==> config.mk <==
export PLATFORM = sky130hd
export DESIGN_NAME = systolic_feeder
export DESIGN_NICKNAME = d
export VERILOG_FILES = /design/src/rtl/systolic_feeder.sv
export SDC_FILE = /design/constraint.sdc
export NUM_CORES = 1
export LEC_CHECK = 0
export CORE_MARGIN = 2
export CORE_UTILIZATION = 61
export CTS_BUF_LIST = sky130_fd_sc_hd__clkbuf_8
export CTS_CLUSTER_SIZE = 10
export DETAILED_ROUTE_END_ITERATION = 10
export PLACE_DENSITY_LB_ADDON = 0.05
export SYNTH_ARGS = -nofsm -noshare
export SYNTH_HDL_FRONTEND = slang
export SYNTH_SLANG_ARGS = --single-unit
==> constraint.sdc <==
create_clock -name clk -period 6.66 [get_ports clk]
set_input_delay 1.332 -clock clk [delete_from_list [all_inputs] [get_ports clk]]
set_output_delay 1.332 -clock clk [all_outputs]
set_load 0.01 [all_outputs]
==> src/rtl/systolic_feeder.sv <==
// systolic_feeder: holds two 3x3 operand matrices loaded element by element and,
// on start, streams them as skewed columns (A) and rows (B) into a downstream
// systolic array. The stream is followed by a run of zero-drive flush cycles.
// Optional feature macro: FEEDER_LOADCHK_EN (start only accepted once every
// element of both matrices has been written since the last done or reset).
module systolic_feeder #(
    parameter int unsigned DATA_SIZE    = 8,
    parameter int unsigned GRID_SIZE    = 3,
    parameter int unsigned FLUSH_CYCLES = 7
) (
    input  logic                 clk,
    input  logic                 reset,
    input  logic                 ld_valid,
    output logic                 ld_ready,
    input  logic                 ld_mat,
    input  logic [3:0]           ld_idx,
    input  logic [DATA_SIZE-1:0] ld_data,
    input  logic                 start,
    output logic                 busy,
    output logic                 done,
    output logic                 err,
    output logic [DATA_SIZE-1:0] a1,
    output logic [DATA_SIZE-1:0] a2,
    output logic [DATA_SIZE-1:0] a3,
    output logic [DATA_SIZE-1:0] b1,
    output logic [DATA_SIZE-1:0] b2,
    output logic [DATA_SIZE-1:0] b3
);

    localparam int unsigned N          = GRID_SIZE;
    localparam int unsigned NUM_ELEM   = N * N;
    localparam int unsigned STREAM_LEN = 2 * N - 1;
    localparam int unsigned T_W        = $clog2(STREAM_LEN);
    localparam int unsigned F_W        = (FLUSH_CYCLES > 1) ? $clog2(FLUSH_CYCLES) : 1;

    typedef enum logic [1:0] {
        ST_IDLE   = 2'd0,
        ST_STREAM = 2'd1,
        ST_FLUSH  = 2'd2
    } state_t;

    state_t               r_state;
    logic [T_W-1:0]       r_t;
    logic [F_W-1:0]       r_fcnt;
    logic                 r_busy;
    logic                 r_done;
    logic                 r_ld_ready;

    logic [DATA_SIZE-1:0] r_mat_a [NUM_ELEM];
    logic [DATA_SIZE-1:0] r_mat_b [NUM_ELEM];

    logic [DATA_SIZE-1:0] w_a [N];
    logic [DATA_SIZE-1:0] w_b [N];
    logic [DATA_SIZE-1:0] r_a1, r_a2, r_a3, r_b1, r_b2, r_b3;

    logic w_wr;
    logic w_stream_last;
    logic w_flush_last;
    logic w_start_ok;

    // Writes are taken only in IDLE; out-of-range indices are accepted but dropped
    assign w_wr          = ld_valid && (r_state == ST_IDLE) && (ld_idx < 4'(NUM_ELEM));
    assign w_stream_last = (r_state == ST_STREAM) && (r_t == T_W'(STREAM_LEN - 1));
    assign w_flush_last  = (r_state == ST_FLUSH) && (r_fcnt == F_W'(FLUSH_CYCLES - 1));

`ifdef FEEDER_LOADCHK_EN
    logic                r_err;
    logic [NUM_ELEM-1:0] r_mask_a;
    logic [NUM_ELEM-1:0] r_mask_b;
    logic [NUM_ELEM-1:0] w_set;
    logic [NUM_ELEM-1:0] w_mask_a_nxt;
    logic [NUM_ELEM-1:0] w_mask_b_nxt;

    // A write landing in the start cycle counts toward completeness
    assign w_set        = w_wr ? (NUM_ELEM'(1) << ld_idx) : {NUM_ELEM{1'b0}};
    assign w_mask_a_nxt = r_mask_a | (ld_mat ? {NUM_ELEM{1'b0}} : w_set);
    assign w_mask_b_nxt = r_mask_b | (ld_mat ? w_set : {NUM_ELEM{1'b0}});
    assign w_start_ok   = (&w_mask_a_nxt) && (&w_mask_b_nxt);
    assign err          = r_err;

    // Written-element masks, cleared at the end of every run
    always_ff @(posedge clk or negedge reset) begin
        if (!reset) begin
            r_mask_a <= '0;
            r_mask_b <= '0;
        end else if (w_flush_last) begin
            r_mask_a <= '0;
            r_mask_b <= '0;
        end else begin
            r_mask_a <= w_mask_a_nxt;
            r_mask_b <= w_mask_b_nxt;
        end
    end
`else
    assign w_start_ok = 1'b1;
    assign err        = 1'b0;
`endif

    // Operand storage; untouched by runs so a second start replays the same data
    always_ff @(posedge clk or negedge reset) begin
        if (!reset) begin
            for (int i = 0; i < int'(NUM_ELEM); i++) begin
                r_mat_a[i] <= '0;
                r_mat_b[i] <= '0;
            end
        end else if (w_wr) begin
            if (ld_mat) begin
                r_mat_b[ld_idx] <= ld_data;
            end else begin
                r_mat_a[ld_idx] <= ld_data;
            end
        end
    end

    // Run sequencer: IDLE -> STREAM (2N-1 cycles) -> FLUSH (FLUSH_CYCLES) -> IDLE
    always_ff @(posedge clk or negedge reset) begin
        if (!reset) begin
            r_state    <= ST_IDLE;
            r_t        <= '0;
            r_fcnt     <= '0;
            r_busy     <= 1'b0;
            r_done     <= 1'b0;
            r_ld_ready <= 1'b1;
`ifdef FEEDER_LOADCHK_EN
            r_err      <= 1'b0;
`endif
        end else begin
            r_done <= 1'b0;
`ifdef FEEDER_LOADCHK_EN
            r_err  <= 1'b0;
`endif
            case (r_state)
                ST_IDLE: begin
                    if (start && w_start_ok) begin
                        r_state    <= ST_STREAM;
                        r_t        <= '0;
                        r_busy     <= 1'b1;
                        r_ld_ready <= 1'b0;
                    end
`ifdef FEEDER_LOADCHK_EN
                    if (start && !w_start_ok) begin
                        r_err <= 1'b1;
                    end
`endif
                end
                ST_STREAM: begin
                    if (w_stream_last) begin
                        r_state <= ST_FLUSH;
                        r_fcnt  <= '0;
                        if (FLUSH_CYCLES == 1) begin
                            r_done <= 1'b1;
                        end
                    end else begin
                        r_t <= r_t + T_W'(1);
                    end
                end
                ST_FLUSH: begin
                    if (w_flush_last) begin
                        r_state    <= ST_IDLE;
                        r_busy     <= 1'b0;
                        r_ld_ready <= 1'b1;
                    end else begin
                        r_fcnt <= r_fcnt + F_W'(1);
                        if (r_fcnt == F_W'(FLUSH_CYCLES - 2)) begin
                            r_done <= 1'b1;
                        end
                    end
                end
                default: begin
                    r_state    <= ST_IDLE;
                    r_busy     <= 1'b0;
                    r_ld_ready <= 1'b1;
                end
            endcase
        end
    end

    // Skew selection: column j of A and row j of B are delayed by j stream steps
    always_comb begin
        for (int j = 0; j < int'(N); j++) begin
            w_a[j] = '0;
            w_b[j] = '0;
        end
        if (r_state == ST_STREAM) begin
            for (int j = 0; j < int'(N); j++) begin
                if ((int'(r_t) >= j) && ((int'(r_t) - j) <= int'(N) - 1)) begin
                    w_a[j] = r_mat_a[4'((int'(r_t) - j) * int'(N) + j)];
                    w_b[j] = r_mat_b[4'(j * int'(N) + (int'(r_t) - j))];
                end
            end
        end
    end

    // Registered feed outputs, zero outside STREAM
    always_ff @(posedge clk or negedge reset) begin
        if (!reset) begin
            r_a1 <= '0;
            r_a2 <= '0;
            r_a3 <= '0;
            r_b1 <= '0;
            r_b2 <= '0;
            r_b3 <= '0;
        end else begin
            r_a1 <= w_a[0];
            r_a2 <= w_a[1];
            r_a3 <= w_a[2];
            r_b1 <= w_b[0];
            r_b2 <= w_b[1];
            r_b3 <= w_b[2];
        end
    end

    assign ld_ready = r_ld_ready;
    assign busy     = r_busy;
    assign done     = r_done;
    assign a1       = r_a1;
    assign a2       = r_a2;
    assign a3       = r_a3;
    assign b1       = r_b1;
    assign b2       = r_b2;
    assign b3       = r_b3;

endmodule

==> flow_metrics.py <==
metrics = {
    "route": {
        "wl_per_cell_um": 24.0,
        "dr.pass1.iters": 4,
        "num_vias": 6526,
        "final_antenna_net_count": 0,
        "vias_per_cell": 6.39,
        "initialDrtViolationCount": 390,
        "drc_errors": 0,
        "wl_um": 24600,
    },
    "global_routing": {
        "antenna_found_initial": 0,
        "grt_pass1_wl_um": 38900,
        "grtUsageTotal_pct": 28.7,
        "first_global_vias": 6583,
        "grt_max_degree": 82,
        "grt_overflow": 0,
    },
    "sta": {
        "fin_ws_ps": 2580,
        "hold_violations": 0,
        "final_max_slew_viol_count": 0,
        "setup_tns_ps": 0,
        "worst_pin_slew_ps": 1030,
        "finalSetupViolCount": 0,
        "grt_setup_unrepaired": "no",
        "max_freq_mhz": 245,
        "fin_crit_sh_pct": 61.3,
        "finalCriticalPeriod_ps": 4080,
        "skew_ps": 23.9,
        "relSlewSlack_pct": 31.2,
    },
    "placement": {
        "gp_congestion": 0.833,
        "hpwl_um": 16800,
        "dp_worst_setup_slack_ps": 2680,
        "io_buffers": 67,
    },
    "cts": {
        "cts_tree": "done",
        "ctsResizeCount": 0,
        "post_cts.repair.setup_buffers": 0,
        "clock-sinks": 203,
        "htree_levels": 2,
        "cts.root.buffer_cell": "clkbuf_8",
        "cts_inserted_buffers": 34,
        "postCtsHoldBufs": 0,
        "clkLatencyLatePin_ps": 520,
        "cts_buffer_depth": 3,
        "path_clk_slew_ps": 70,
    },
    "min_path": {
        "hold_depth": 1,
        "hold_path.class": "reg -> reg",
    },
    "floorplanning": {
        "ios": 69,
        "dieWidth_um": 134,
        "coreArea_mm2": 0.0165,
        "die_area_mm2": 0.0179,
        "die_h_um": 134,
        "rows": 47,
        "start_util_pct": 62.3,
    },
    "setup_path": {
        "reg2regPathDepth": 9,
        "worstPathMaxFanout": 16,
        "cp.arrival_ps": 4460,
        "worstSetupStartpointType": "flip-flop",
        "critPathRequiredTime_ps": 7040,
        "path_class": "reg -> reg",
        "crit_path_end_kind": "flip-flop",
    },
    "pwr": {
        "power_frac_clock_pct": 19.9,
        "power_frac_comb_pct": 47.4,
        "finalPower_uw": 5340,
        "max-vdd-ir-drop_mv": 0.357,
        "p_per_area_mw_per_mm2": 454,
        "leakage_uw": 0.00532,
        "pwr-share-seq_pct": 32.7,
        "p_int_uw": 3280,
        "switchingPower_uw": 2070,
        "p_sw_share_pct": 38.7,
    },
    "cells_and_area": {
        "insertedDiodeCount": 0,
        "multi_input_area_mm2": 0.00497,
        "final_nets": 814,
        "regArea_mm2": 0.00508,
        "area_growth_pct": 14.3,
        "fin_util_pct": 71.2,
        "drive_above_1_share_pct": 35.2,
        "fillCellCount": 1134,
    },
    "job": {
        "cap_violations": 0,
    },
    "logic_synthesis": {
        "syn_nets": 746,
        "synth-main-ff-cell": "dfrtp_1",
        "yosysWarningCount": 0,
        "synth_seq_area_share_pct": 49.4,
        "synthDistinctLibCells": 62,
        "ys_async_sr_fraction_pct": 100,
        "synthCells": 708,
        "syn_avg_cell_area_um2": 14.5,
        "ys_seq_elements": 203,
        "syn-cell-area_mm2": 0.0103,
        "synth-edff-count": 0,
    },
    "outcome": {
        "run_status": "finished clean",
    },
}
==> cell type report <==
type	count	area share [%]
tap	220	2.34
sequential	203	43.2
timing repair buffer	74	6.18
clock inverter	21	0.989
multi-input combinational	452	42.2
inverter	11	0.351
clock buffer	40	4.68
==> critical path: stages, from the launching register on <==
cell and delay (ps):
dfrtp_4 480, inv_1 610, ha_1 430, ha_1 360
inv_1 110, ha_1 250, xor3_1 470, nor2_1 610
a22oi_1 260, a211oi_1 360
==> cells in the mapped netlist, drive strengths merged (9+ instances only) <==
master	count	area, µm²
clkbuf	18	67.6
mux2i	32	320
dfrtp	202	5050
o2bb2ai	24	210
buf	24	135
nand2b	9	63.8
nand2	45	179
a21oi	11	55.1
a211oi	11	87.6
ha	20	250
mux2	145	1630
nor2	11	43.8
inv	10	37.5
mux4	64	1440
==> power groups by stage <==
stage,clock [µW],combinational (µW),sequential [µW]
final,1070,2530,1750
after CTS,1090,2520,1740
after global routing,1150,2710,1780
after global placement,0,2450,1730
after floorplan,0,1860,1710
after detailed placement,0,2510,1760
==> layer usage <==
metal,vias up,wire [µm],GRT usage [%]
met5,-,0,0
met4,0,341,6.26
met3,29,2240,9.03
met2,273,11100,41.8
met1,3392,10800,43.1
li1,2832,-,-
==> worst paths after layout <==
check,start,slack [ps],to
setup / recovery,r_t[0],2580,a2[1]
hold / removal,r_mat_b[3],530,b3[3]
setup reg to reg,r_t[0],2580,a2[1]
hold reg to reg,r_mat_b[3],530,b3[3]
max in group asynchronous,reset,4490,r_mat_a[51]
min in group asynchronous,reset,790,b3[0]
==> state kept, by name, summed over array words and instances, names as in the netlist, 2 cells and up <==
register	count
a1	8
r_fcnt	3
a2	8
a3	8
b3	8
b2	8
r_mat_a	72
b1	8
r_mat_b	72
r_state	2
r_t	3
==> per-stage QoR <==
stage               hold slack [ps]  cell area (µm²)  std cells
global placement                490            11100        960
detailed placement              515            11100        960
global route                    545            11800       1021
CTS                             523            11800       1021
floorplan                       472            10300        708
finish                          526            11800       1021
==> cells by family after synthesis <==
logic type               share of synthesized area (%)
other                                           0.0364
adder cells (fa/ha/maj)                           2.63
XOR/XNOR                                          1.22
buffers and inverters                             2.37
AO/OA/AOI/OAI                                     5.97
flip-flops                                        49.4
AND/OR/NAND/NOR                                   5.41
multiplexers                                      33.0
==> layout by cell type, fill, tap and decap left out, drive strengths merged, types with 4 or more instances in the layout <==
| cell type | n |
|---|---|
| mux2i | 32 |
| nand2 | 45 |
| o21ai | 6 |
| a22oi | 8 |
| clkdlybuf4s50 | 66 |
| nor2 | 11 |
| inv | 25 |
| mux2 | 145 |
| nor2b | 6 |
| o2bb2ai | 24 |
| a221oi | 8 |
| mux4 | 64 |
| buf | 7 |
| nand2b | 9 |
| dfrtp | 202 |
| a21oi | 11 |
| a211oi | 11 |
| clkinv | 4 |
| xnor2 | 5 |
| ha | 20 |
| nand3 | 8 |
| clkbuf | 41 |
(Power assumes the default switching activity.)
